## src/rtl/loader_pkg.sv

```systemverilog
// Shared definitions for the serial program loader: FSM encoding, word geometry
// and the program-memory address helper.
package loader_pkg;

  localparam int BYTES_PER_WORD = 4;
  localparam int BYTE_CNT_W     = $clog2(BYTES_PER_WORD);

  typedef enum logic [2:0] {
    S_IDLE  = 3'd0,
    S_LEN   = 3'd1,
    S_DATA  = 3'd2,
    S_WRITE = 3'd3,
    S_DONE  = 3'd4,
    S_ERROR = 3'd5
  } state_e;

  // Byte address of word idx; wraps silently at 32 bits.
  function automatic logic [31:0] word_addr(input logic [31:0] base, input logic [31:0] idx);
    return base + idx * 32'(BYTES_PER_WORD);
  endfunction

endpackage

```

## src/rtl/program_loader_if.sv

```systemverilog
// Byte-stream input and program-memory write bus of the loader.
interface program_loader_if;
  logic        byte_valid_i;
  logic [7:0]  byte_data_i;
  logic        byte_ready_o;
  logic        prog_we_o;
  logic [31:0] prog_addr_o;
  logic [31:0] prog_data_o;

  modport slave (
    input  byte_valid_i, byte_data_i,
    output byte_ready_o, prog_we_o, prog_addr_o, prog_data_o
  );

  modport master (
    output byte_valid_i, byte_data_i,
    input  byte_ready_o, prog_we_o, prog_addr_o, prog_data_o
  );
endinterface

```

## src/rtl/word_assembler.sv

```systemverilog
// Big-endian byte-to-word assembler; word_valid_o flags the cycle the last byte
// of a word is accepted, with word_o already including that byte.
module word_assembler
  import loader_pkg::*;
(
  input  logic        clk,
  input  logic        reset,
  input  logic        clr_i,
  input  logic        byte_en_i,
  input  logic [7:0]  byte_i,
  output logic [31:0] word_o,
  output logic        word_valid_o
);

  localparam int SHW = 8 * (BYTES_PER_WORD - 1);

  logic [SHW-1:0]        shift_q;
  logic [BYTE_CNT_W-1:0] cnt_q;

  always_ff @(posedge clk or posedge reset) begin
    if (reset) begin
      shift_q <= '0;
      cnt_q   <= '0;
    end else if (clr_i) begin
      shift_q <= '0;
      cnt_q   <= '0;
    end else if (byte_en_i) begin
      shift_q <= {shift_q[SHW-9:0], byte_i};
      cnt_q   <= cnt_q + BYTE_CNT_W'(1);
    end
  end

  // Only the leading bytes are stored; the final byte is combined in flight.
  assign word_o       = {shift_q, byte_i};
  assign word_valid_o = byte_en_i && (cnt_q == BYTE_CNT_W'(BYTES_PER_WORD - 1));

endmodule

```

## src/rtl/program_loader.sv

```systemverilog
// Loads a length-prefixed big-endian word stream into program memory and
// releases the processor from reset once the whole image is written.
module program_loader
  import loader_pkg::*;
#(
  parameter int          MEMORY_DEPTH = 32,
  parameter logic [31:0] BASE_ADDR    = 32'h0040_0000
) (
  input  logic             clk,
  input  logic             reset,
  input  logic             start_i,
  program_loader_if.slave  ldr_if,
  output logic             cpu_reset_o,
  output logic             done_o,
  output logic             error_o
);

  state_e      state_q, state_d;
  logic [31:0] len_q, len_d;
  logic [31:0] idx_q, idx_d;
  logic [31:0] addr_q, addr_d;
  logic [31:0] data_q, data_d;
  logic        asm_clr;
  logic        accept;
  logic [31:0] word;
  logic        word_valid;

  assign ldr_if.byte_ready_o = (state_q == S_LEN) || (state_q == S_DATA);
  assign accept              = ldr_if.byte_valid_i && ldr_if.byte_ready_o;

  word_assembler u_asm (
    .clk          (clk),
    .reset        (reset),
    .clr_i        (asm_clr),
    .byte_en_i    (accept),
    .byte_i       (ldr_if.byte_data_i),
    .word_o       (word),
    .word_valid_o (word_valid)
  );

  always_ff @(posedge clk or posedge reset) begin
    if (reset) begin
      state_q <= S_IDLE;
      len_q   <= '0;
      idx_q   <= '0;
      addr_q  <= BASE_ADDR;
      data_q  <= '0;
    end else begin
      state_q <= state_d;
      len_q   <= len_d;
      idx_q   <= idx_d;
      addr_q  <= addr_d;
      data_q  <= data_d;
    end
  end

  always_comb begin
    state_d = state_q;
    len_d   = len_q;
    idx_d   = idx_q;
    addr_d  = addr_q;
    data_d  = data_q;
    asm_clr = 1'b0;
    unique case (state_q)
      S_IDLE, S_DONE, S_ERROR: begin
        if (start_i) begin
          state_d = S_LEN;
          idx_d   = '0;
          asm_clr = 1'b1;
        end
      end
      S_LEN: begin
        if (word_valid) begin
          len_d = word;
          if (word == 32'd0)                     state_d = S_DONE;
          else if (word > 32'(MEMORY_DEPTH))     state_d = S_ERROR;
          else                                   state_d = S_DATA;
        end
      end
      S_DATA: begin
        // Address/data are latched here so they stay stable outside WRITE.
        if (word_valid) begin
          state_d = S_WRITE;
          data_d  = word;
          addr_d  = word_addr(BASE_ADDR, idx_q);
        end
      end
      S_WRITE: begin
        if (idx_q == len_q - 32'd1) begin
          state_d = S_DONE;
        end else begin
          state_d = S_DATA;
          idx_d   = idx_q + 32'd1;
        end
      end
      default: state_d = S_IDLE;
    endcase
  end

  assign ldr_if.prog_we_o   = (state_q == S_WRITE);
  assign ldr_if.prog_addr_o = addr_q;
  assign ldr_if.prog_data_o = data_q;
  assign cpu_reset_o        = (state_q != S_DONE);
  assign done_o             = (state_q == S_DONE);
  assign error_o            = (state_q == S_ERROR);

endmodule

```

## src/flat_wrapper.sv

```systemverilog
// flat-port wrapper written by rule: the top's interface ports become plain ports
module program_loader_flat import loader_pkg::*;
#(
  parameter int          MEMORY_DEPTH = 32,
  parameter logic [31:0] BASE_ADDR    = 32'h0040_0000
)
  (clk, reset, start_i, cpu_reset_o, done_o, error_o, ldr_if_byte_valid_i, ldr_if_byte_data_i, ldr_if_byte_ready_o, ldr_if_prog_we_o, ldr_if_prog_addr_o, ldr_if_prog_data_o);
  program_loader_if ldr_if_i ();
  input  logic clk;
  input  logic reset;
  input  logic start_i;
  output logic cpu_reset_o;
  output logic done_o;
  output logic error_o;
  input wire logic [$bits(ldr_if_i.byte_valid_i)-1:0] ldr_if_byte_valid_i;
  input wire logic [$bits(ldr_if_i.byte_data_i)-1:0] ldr_if_byte_data_i;
  output wire logic [$bits(ldr_if_i.byte_ready_o)-1:0] ldr_if_byte_ready_o;
  output wire logic [$bits(ldr_if_i.prog_we_o)-1:0] ldr_if_prog_we_o;
  output wire logic [$bits(ldr_if_i.prog_addr_o)-1:0] ldr_if_prog_addr_o;
  output wire logic [$bits(ldr_if_i.prog_data_o)-1:0] ldr_if_prog_data_o;
  assign ldr_if_i.byte_valid_i = ldr_if_byte_valid_i;
  assign ldr_if_i.byte_data_i = ldr_if_byte_data_i;
  assign ldr_if_byte_ready_o = ldr_if_i.byte_ready_o;
  assign ldr_if_prog_we_o = ldr_if_i.prog_we_o;
  assign ldr_if_prog_addr_o = ldr_if_i.prog_addr_o;
  assign ldr_if_prog_data_o = ldr_if_i.prog_data_o;
  program_loader #(.MEMORY_DEPTH(MEMORY_DEPTH), .BASE_ADDR(BASE_ADDR)) u_core (.clk(clk), .reset(reset), .start_i(start_i), .ldr_if(ldr_if_i), .cpu_reset_o(cpu_reset_o), .done_o(done_o), .error_o(error_o));
endmodule
```

## config.mk

```make
export PLATFORM = sky130hd
export DESIGN_NAME = program_loader_flat
export DESIGN_NICKNAME = d
export VERILOG_FILES = /design/src/rtl/loader_pkg.sv /design/src/rtl/program_loader_if.sv /design/src/rtl/word_assembler.sv /design/src/rtl/program_loader.sv /design/src/flat_wrapper.sv
export SDC_FILE = /design/constraint.sdc
export NUM_CORES = 1
export LEC_CHECK = 0
export BUFFER_PORTS_ARGS = -buffer_cell sky130_fd_sc_hd__buf_4
export CORE_UTILIZATION = 56
export DETAILED_ROUTE_END_ITERATION = 10
export GPL_TIMING_DRIVEN = 1
export PLACE_DENSITY_LB_ADDON = 0.2
export SLEW_MARGIN = 20
export SYNTH_ARGS = -nofsm -noshare
export SYNTH_HDL_FRONTEND = slang
export SYNTH_SLANG_ARGS = --single-unit
```

## constraint.sdc

```tcl
create_clock -name clk -period 7.5 [get_ports clk]
set_input_delay 1.5 -clock clk [delete_from_list [all_inputs] [get_ports clk]]
set_output_delay 1.5 -clock clk [all_outputs]
set_load 0.02 [all_outputs]
```

==> results of run 1 <==
## cells by family after synthesis
group / after synthesis
fa+ha+maj: 4
buf+inv: 68
compound gates: 105
mux: 92
flops: 155
simple gates: 277
other cells: 1
xor+xnor: 52
## area by class of cell
class	instances	area share
flip-flops and latches	155	0.426
multi-input cells	532	0.407
repair buffers	87	0.0721
clock buffers	19	0.0475
well taps	176	0.0242
clock inverters	12	0.0154
inverters	18	0.00797
## power by group through the flow
stage               registers, uW  clock network [uW]  logic [uW]
floorplan                    1110                   0         681
global placement             1200                   0         837
detailed placement           1210                   0         843
CTS                          1190                 851         852
global route                 1220                 881         944
finish                       1200                 839         853
## state kept, by name, indices dropped and copies added, names as in the netlist
| signal | flops |
|---|---|
| u_core.idx_q | 32 |
| u_core.ldr_if.prog_data_o | 32 |
| u_core.len_q | 32 |
| u_core.ldr_if.prog_addr_o | 30 |
| u_core.u_asm.shift_q | 24 |
| u_core.state_q | 3 |
| u_core.u_asm.cnt_q | 2 |
## per-stage QoR
step                      power [uW]  cell area, um^2   util  std cells  setup WS [ns]
after floorplan                 1800             7860      -        755           1.82
after global placement          2030             8530  0.634        968           3.90
after detailed placement        2050             8530  0.634        968           3.82
after CTS                       2900             9110  0.677        999           3.76
after global routing            3040             9110  0.677        999           3.51
final                           2890             9110  0.677        999           3.73
## path summary, 6_finish.rpt
check	startpoint	endpoint	slack, ns	cells past startpoint
max reg2reg	u_core.len_q[14]	u_core.idx_q[1]	3.73	10
max in group asynchronous	reset	u_core.ldr_if.prog_data_o[11]	5.17	3
min	u_core.ldr_if.prog_addr_o[22]	u_core.ldr_if.prog_addr_o[22]	0.47	2
min reg2reg	u_core.ldr_if.prog_addr_o[22]	u_core.ldr_if.prog_addr_o[22]	0.47	2
min in group asynchronous	reset	u_core.ldr_if.prog_addr_o[30]	1.17	2
max	u_core.len_q[14]	u_core.idx_q[1]	3.73	10
## cells in the final DEF, fill, tap and decap left out, types with 3 or more instances in the layout
master	instances
dfrtp_1	154
nand2_1	86
buf_4	86
mux2_2	82
nand3_1	42
a21oi_1	35
nor2_1	32
xnor2_1	27
xor2_1	25
o31ai_1	19
inv_1	17
clkbuf_16	17
nor4_1	16
or4_1	16
nor3_1	15
nand4_1	15
o21ai_0	12
mux2i_1	10
and3_1	7
or3_1	7
or2_2	6
o211ai_1	6
nor2b_1	5
a31oi_1	5
inv_6	5
and4_1	4
a211o_1	4
o41ai_1	4
or4b_2	4
o21ai_1	4
ha_1	4
nand4b_1	3
nor3b_1	3
clkinvlp_4	3
## routing by layer
metal	GRT usage	up-vias	wire (um)
li1	-	2836	-
met1	0.378	3046	8760
met2	0.431	212	8820
met3	0.0448	41	917
met4	0.0988	0	362
met5	0	-	0
## worst max-delay path, stage by stage, from the launching register on
cell     delay, ns
dfrtp_1       0.43
or4_1         0.56
or4b_4        0.56
nor2_4        0.14
nand4_1       0.09
a221o_1       0.38
or4_4         0.45
nor3_4        0.11
buf_4         0.47
nor2b_1       0.19
mux2i_1       0.26
==> flow_summary.toml, run 1 <==
[status]
status = "finished clean"

[synth]
ys_seq_area_frac = 0.494
yosysUniqueCellTypes = 61
synth_edf_count = 0
synth_top_area_frac = 0.491
synthMuxAreaShare = 0.130
syn_area_mm2 = 0.00785
syn_inst = 754
async_reset_ff_frac = 1.00
ys.flop_type = "dfrtp_1"
synthSimpleGateAreaFrac = 0.187
synthTopCellsByArea = "dfrtp_1 (49%), mux2_2 (12%), nand2_1 (4.1%), xnor2_1 (3.0%), xor2_1 (2.8%)"
post-synth-top-count-cell = "dfrtp_1"
synth-seq-cells = 155
synth_compound_area_frac = 0.0880
post-synth-top-area-cell = "dfrtp_1"
avgSynthCellArea_um2 = 10.4
synth-warning-count = 0
synth-xor-area-share = 0.0580
synthTopCellsByCount = "dfrtp_1 (154), nand2_1 (86), mux2_2 (82)"
synth-adder-area-share = 0.00637
synth_top_family_by_area = "simple AND/OR/NAND/NOR gates"

[critical_path]
arrival_ns = 4.09
critPathCaptureType = "register"
crit_type = "register to register"
critPathRequiredTime_ns = 7.82
critPathLaunchType = "register"
cp_max_fo = 57

[timing]
maxSlewHeadroom = 0.361
fin_skew_ns = 0.00871
finalCritPeriodShare = 0.503
fmax_mhz = 265
tightest_slew_ns = 0.959
maxSlewViolCount = 0
finalSetupViolations = 0
whs_ns = 0.470
layout_min_cycle_time_ns = 3.77
timing_hold_violations_final = 0
rsz0062_at_grt = "no"
finalSetupTns_ns = 0

[floorplan]
coreArea_mm2 = 0.0135
io_pins = 81
floorplan.initialDensity = 0.584
die_area_mm2 = 0.0145
die_x_um = 120
rows = 42
die_height_um = 120

[grt]
grt_overflow = 0
track_usage = 0.272
grt_pass1_wl_um = 30600
grt_max_degree = 84
grt_pass1_vias = 6025
antenna_found_initial = 0

[clocking]
cts_buffers = 17
clkSinkCount = 155
clkTransAtPathRegs_ns = 0.07
cts_setup_buffers = 0
cts_tree = "built"
hold_buffers = 0
clk_latency_ns = 0.42
cts_resized = 0
htreeDepth = 4
cts_buffer_depth = 2
cts-root-buf = "clkbuf_16"

[pwr]
leakage_uw = 0.00428
ir_drop_uv = 194
powerDensity_mw_per_mm2 = 317
intPower_uw = 1840
switchingPower_uw = 1050
switching_share = 0.363
p_seq_frac = 0.415
pwr-share-comb = 0.295
power_frac_clock = 0.290

[layout]
drive_gt1_frac = 0.269
multi_input_area_mm2 = 0.00371
n_antenna_cell = 0
final_nets = 827
area_growth_pct = 16.0
seq_area_mm2 = 0.00388
nFillCells = 1018

[route]
dr_total_vias = 6135
route.detailed.drc = 0
post_drt_wl_per_cell_um = 18.9
drt_iter0_markers = 490
routed_via_density = 6.14
first_pass_iters = 5
antenna_left = 0
wl_um = 18900

[run]
drv_cap = 0

[hold_path]
hp-class = "register to register"

[placed_design]
dp_hpwl_um = 12900
io_buffers = 78
gp_congestion = 0.903
No activity file was read; power rests on OpenSTA's default activity.
==> run 2, diff against run 1 <==
--- a/config.mk
+++ b/config.mk
@@ -5,6 +5,7 @@
 export SDC_FILE = /design/constraint.sdc
 export NUM_CORES = 1
 export LEC_CHECK = 0
+export ABC_AREA = 1
 export BUFFER_PORTS_ARGS = -buffer_cell sky130_fd_sc_hd__buf_4
 export CORE_UTILIZATION = 56
 export DETAILED_ROUTE_END_ITERATION = 10
==> constraint.sdc (replaced) <==
create_clock -name clk -period 3.7 [get_ports clk]
set_input_delay 0.74 -clock clk [delete_from_list [all_inputs] [get_ports clk]]
set_output_delay 0.74 -clock clk [all_outputs]
set_load 0.02 [all_outputs]
==> run 2 against run 1 <==
Against the previous run:
- utilization down 1.1 points
- clock power grew 110%
- combinational power rose to 3.6 times the previous value
- die area increased by 6.5%
- routed wire length grew 11%
- design area grew 6.4%
- fmax up 36%
- global-route usage up 1.4 points
- critical path type unchanged
- critical endpoint is now u_core.idx_q[6]
==> flow_summary.toml, run 2 <==
[status]
status = "finished clean"

[timing]
finalSetupViolations = 0
maxSlewHeadroom = 0.404
worst_slack_ns = 0.918
finalCritPeriodShare = 0.752
fmax_mhz = 359
tightest_slew_ns = 0.892
finalSetupTns_ns = 0
fin_skew_ns = 0.0102
maxSlewViolCount = 0
timing_hold_violations_final = 0
layout_min_cycle_time_ns = 2.78
rsz0062_at_grt = "no"

[synth]
ys.flop_type = "dfrtp_1"
syn_area_mm2 = 0.00837
synth-warning-count = 0
avgSynthCellArea_um2 = 7.58
synth-seq-cells = 155
post-synth-top-area-cell = "dfrtp_1"
async_reset_ff_frac = 1.00
ys_seq_area_frac = 0.464
synth_edf_count = 0
synthTopCellsByCount = "nand2_1 (341), dfrtp_1 (154), inv_1 (135)"
yosysUniqueCellTypes = 37
synthTopCellsByArea = "dfrtp_1 (46%), nand2_1 (15%), inv_1 (6.1%), o21ai_0 (5.7%), xor2_1 (5.0%)"
syn_inst = 1104
synth_top_area_frac = 0.460
post-synth-top-count-cell = "nand2_1"

[layout]
drive_gt1_frac = 0.123
mostFrequentLayoutCells = "nand2_1 (340), dfrtp_1 (154), inv_1 (134)"
nFillCells = 1300
area_growth_pct = 15.8
final_cell_count_no_fill = 1364
n_antenna_cell = 0
mostFrequentLayoutCell = "nand2_1"
final_nets = 1183

[placed_design]
io_buffers = 78
gp_congestion = 0.942
dp_hpwl_um = 15200
dpl.cell_count = 1332
post-place-ws_ns = 0.970

[route]
routed_via_density = 5.38
drt_iter0_markers = 599
first_pass_iters = 5
antenna_left = 0
route.detailed.drc = 0
post_drt_wl_per_cell_um = 15.3
wl_um = 20900
dr_total_vias = 7334

[grt]
antenna_found_initial = 0
grt_pass1_wl_um = 35100
grt_overflow = 0
track_usage = 0.286
grt_pass1_vias = 7051
grt_max_degree = 65

[clocking]
clkTransAtPathRegs_ns = 0.06
hold_buffers = 0
clkSinkCount = 155
cts_buffer_depth = 2
cts_tree = "built"
cts_resized = 0
cts_buffers = 17
cts-root-buf = "clkbuf_16"
cts_setup_buffers = 0
htreeDepth = 4
clk_latency_ns = 0.43

[critical_path]
cp-startpoint = "u_core.len_q[0]"
r2r_cells = 16
arrival_ns = 3.15
cp_max_fo = 32
reg2reg_to = "u_core.idx_q[6]"
critPathRequiredTime_ns = 4.07
r2r_start = "u_core.len_q[0]"
critPathCaptureType = "register"
endpoint = "u_core.idx_q[6]"
critPathLaunchType = "register"
crit_type = "register to register"
r2r_setup_slack_ns = 0.92

[floorplan]
die_x_um = 124
io_pins = 81
die_area_mm2 = 0.0154
floorplan.initialDensity = 0.576
coreArea_mm2 = 0.0145
rows = 44
die_height_um = 124

[pwr]
total_power_uw = 6940
leakage_uw = 0.00507
ir_drop_uv = 438
powerDensity_mw_per_mm2 = 717

[hold_path]
hp-class = "register to register"

[run]
drv_cap = 0
## run 2: how the worst min path moves through the flow
stage | start | endpoint | slack, ns | cells after the start
floorplan | u_core.u_asm.cnt_q[0] | u_core.u_asm.cnt_q[0] | 0.47 | 1
global placement | u_core.ldr_if.prog_addr_o[13] | u_core.ldr_if.prog_addr_o[13] | 0.47 | 2
detailed placement | u_core.ldr_if.prog_addr_o[12] | u_core.ldr_if.prog_addr_o[12] | 0.47 | 2
CTS | u_core.ldr_if.prog_addr_o[12] | u_core.ldr_if.prog_addr_o[12] | 0.49 | 2
global route | u_core.ldr_if.prog_addr_o[8] | u_core.ldr_if.prog_addr_o[8] | 0.51 | 2
finish | u_core.ldr_if.prog_data_o[0] | u_core.ldr_if.prog_data_o[0] | 0.48 | 2
## run 2: layer usage
metal / GRT usage / routed length [um] / vias up
li1: - / - / 3639
met1: 0.377 / 9300 / 3421
met2: 0.465 / 9880 / 227
met3: 0.0494 / 1090 / 47
met4: 0.119 / 642 / 0
met5: 0 / 0 / -
## run 2: logic make-up (layout without fill, tap and decap cells)
| group | Yosys count | count (layout) | share of synthesized area |
|---|---|---|---|
| compound gates | 126 | 126 | 0.0798 |
| simple gates | 562 | 562 | 0.287 |
| xor+xnor | 67 | 67 | 0.0701 |
| mux | 4 | 4 | 0.00538 |
| fa+ha+maj | 4 | 4 | 0.00598 |
| flops | 155 | 155 | 0.464 |
| other cells | 1 | 2 | 0.000448 |
| buf+inv | 185 | 260 | 0.0882 |
## run 2: power breakdown
| group | leakage (uW) | total (uW) | internal, uW | switching (uW) |
|---|---|---|---|---|
| combinational | 0.00265 | 3030 | 953 | 2070 |
| sequential | 0.00213 | 2170 | 1940 | 235 |
| clock | 0.000288 | 1750 | 1010 | 739 |
## run 2: critical path, stage by stage (launching register included)
cell,delay [ns]
dfrtp_1,0.39
inv_1,0.12
ha_1,0.23
nand2_2,0.13
nor2_4,0.22
nand2_1,0.14
nand2_1,0.08
nand2_1,0.05
nor2_1,0.09
nand2_1,0.08
nor2_1,0.14
nand2_1,0.08
nor2_2,0.13
nand3_2,0.10
nand2_2,0.49
nand2_1,0.13
nand2_1,0.09
## run 2: stage by stage
stage               hold slack (ns)  utilization  instance area [um^2]
finish                        0.484        0.667                  9690
global route                  0.507        0.667                  9690
CTS                           0.490        0.667                  9690
detailed placement            0.474        0.626                  9100
global placement              0.466        0.626                  9100
floorplan                     0.468            -                  8380
## run 2: final cells by class
cell class / count / area, um^2 / area share
Timing Repair Buffer: 89 / 693 / 0.0715
Tap cell: 184 / 230 / 0.0238
Multi-Input combinational cell: 765 / 3770 / 0.389
Inverter: 139 / 526 / 0.0542
Clock inverter: 15 / 165 / 0.0170
Sequential cell: 155 / 3880 / 0.400
Clock buffer: 17 / 425 / 0.0439
==> run 3, diff against run 2 <==
--- a/config.mk
+++ b/config.mk
@@ -7,7 +7,7 @@
 export LEC_CHECK = 0
 export ABC_AREA = 1
 export BUFFER_PORTS_ARGS = -buffer_cell sky130_fd_sc_hd__buf_4
-export CORE_UTILIZATION = 56
+export CORE_UTILIZATION = 54
 export DETAILED_ROUTE_END_ITERATION = 10
 export GPL_TIMING_DRIVEN = 1
 export PLACE_DENSITY_LB_ADDON = 0.2
==> constraint.sdc (replaced) <==
create_clock -name clk -period 2.4 [get_ports clk]
set_input_delay 0.48 -clock clk [delete_from_list [all_inputs] [get_ports clk]]
set_output_delay 0.48 -clock clk [all_outputs]
set_load 0.02 [all_outputs]
==> run 3 against run 2 <==
Against the previous run:
- clock skew about the same
- register-to-register slack got worse by 0.83 ns
- via count increased by 2.4%
- critical path type unchanged
- routed wire length increased by 4.9%
- fmax increased by 20%
- largest cell class is now multi-input gates
- worst hold slack got worse by 0.31 ns
==> flow_summary.toml, run 3 (synthesis results as in run 2) <==
[status]
status = "finished clean"

[timing]
timing_hold_violations_final = 0
layout_min_cycle_time_ns = 2.32
whs_ns = 0.179
tightest_slew_ns = 0.519
finalSetupViolations = 0
finalCritPeriodShare = 0.965
maxSlewViolCount = 0
maxSlewHeadroom = 0.654
rsz0062_at_grt = "yes"
fmax_mhz = 432
worst_slack_ns = 0.0843
fin_skew_ns = 0.0103

[pwr]
powerDensity_mw_per_mm2 = 1160
ir_drop_uv = 731
leakage_uw = 0.00531

[critical_path]
cpMostUsedCell = "nand2_1"
r2r_cells = 17
arrival_ns = 2.68
critical-path-top-delay-family = "simple AND/OR/NAND/NOR gates"
max_stage_delay_ns = 0.37
r2r_setup_slack_ns = 0.08
crit_chain = "buf_4, nor2_2, nand2_1, nor2_4, nand2_1, nand2_1, nand2_1, nor2_1, nand2_1, nor2_1, nand2_1, nor2_4, nand3_4, nand2_8, buf_12, nand2_2, nand2_1"
r2r_start = "u_core.len_q[6]"
critPathLaunchType = "register"
crit_type = "register to register"
cp_max_fo = 7
critPathRequiredTime_ns = 2.76
critPathSlowestCell = "dfrtp_1"
reg2reg_to = "u_core.idx_q[4]"
critPathCaptureType = "register"
critical_path_buf_inv_count = 2

[clocking]
clkSinkCount = 155
cts_buffer_depth = 2
cts_buffers = 17
clk_latency_ns = 0.43
cts_tree = "built"
htreeDepth = 4
clkTransAtPathRegs_ns = 0.06
cts-root-buf = "clkbuf_16"

[layout]
area_growth_pct = 21.5
fin_area_mm2 = 0.0102
nFillCells = 1302
drive_gt1_frac = 0.169
mostFrequentLayoutCells = "nand2_1 (315), dfrtp_1 (154), inv_1 (131)"
final_cell_count_no_fill = 1392
n_antenna_cell = 0
mostFrequentLayoutCell = "nand2_1"
final_nets = 1207

[placed_design]
dp_hpwl_um = 15600
dpl.cell_count = 1353
post-place-ws_ns = 0.0334
gp_congestion = 0.948
place_area_mm2 = 0.00927
io_buffers = 78

[floorplan]
die_area_mm2 = 0.0160
io_pins = 81
rows = 45
die_x_um = 127
floorplan.initialDensity = 0.553
coreArea_mm2 = 0.0151
die_height_um = 127

[route]
post_drt_wl_per_cell_um = 15.8
antenna_left = 0
route.detailed.drc = 0
wl_um = 21900
dr_total_vias = 7511
drt_iter0_markers = 638
first_pass_iters = 5
routed_via_density = 5.40

[hold_path]
hp-class = "input pin to asynchronous set/reset pin"

[grt]
grt_overflow = 0
track_usage = 0.282
antenna_found_initial = 0
grt_pass1_vias = 7005
grt_pass1_wl_um = 35100
grt_max_degree = 82

[run]
drv_cap = 0
run 3: changes by cell type in the layout (fill, tap and decap cells not counted), sizes merged:
cell / before / now
clkbuf: 17 / 24
bufinv: 2 / 3
clkinv: 7 / 5
inv: 142 / 140
buf: 89 / 110
clkinvlp: 3 / 2
run 3: how the worst max path moves through the flow:
stage	start	to	slack (ns)	cells after the start
CTS	u_core.len_q[0]	u_core.idx_q[13]	0.01	17
detailed placement	u_core.len_q[0]	u_core.idx_q[13]	0.03	17
global route	u_core.len_q[8]	u_core.idx_q[2]	-0.09	16
finish	u_core.len_q[6]	u_core.idx_q[4]	0.08	17
global placement	u_core.len_q[0]	u_core.idx_q[15]	0.08	14
floorplan	reset	u_core.idx_q[0]	-0.04	1
run 3: cell type report:
cell class,count,area [um^2],area share
inverters,139,526,0.0517
clock inverters,11,158,0.0155
multi-input cells,765,3930,0.386
flip-flops and latches,155,3880,0.381
repair buffers,113,975,0.0958
well taps,188,235,0.0231
clock buffers,21,470,0.0462
run 3: worst reg2reg max path, cell delays in order, from the launching register on:
cell	delay, ns
dfrtp_1	0.37
buf_4	0.15
nor2_2	0.12
nand2_1	0.11
nor2_4	0.18
nand2_1	0.12
nand2_1	0.08
nand2_1	0.05
nor2_1	0.10
nand2_1	0.06
nor2_1	0.09
nand2_1	0.09
nor2_4	0.15
nand3_4	0.12
nand2_8	0.16
buf_12	0.16
nand2_2	0.06
nand2_1	0.07
run 3: metrics by stage:
stage / utilization / total power, uW / setup TNS, ns
after floorplan: - / 6940 / -5.87
after global placement: 0.612 / 8330 / 0
after detailed placement: 0.612 / 8390 / 0
after CTS: 0.653 / 11200 / 0
after global routing: 0.672 / 12700 / -2.34
final: 0.672 / 11800 / 0
run 3: where the power goes:
group / internal, uW / switching [uW] / leakage [uW]
sequential: 2990 / 327 / 0.00213
clock: 1740 / 1090 / 0.000306
combinational: 2100 / 3580 / 0.00287
run 3: timing repair:
item | in CTS | in global routing
hold buffers | 0 | 0
setup endpoints to repair | 0 | 33
gates resized for setup | 0 | 51
buffers inserted | 0 | 3
run 3: layer usage:
| layer | GRT usage | vias up | wire (um) |
|---|---|---|---|
| met4 | 0.143 | 0 | 841 |
| met3 | 0.0426 | 52 | 921 |
| li1 | - | 3690 | - |
| met2 | 0.468 | 209 | 10400 |
| met1 | 0.362 | 3560 | 9790 |
| met5 | 0 | - | 0 |
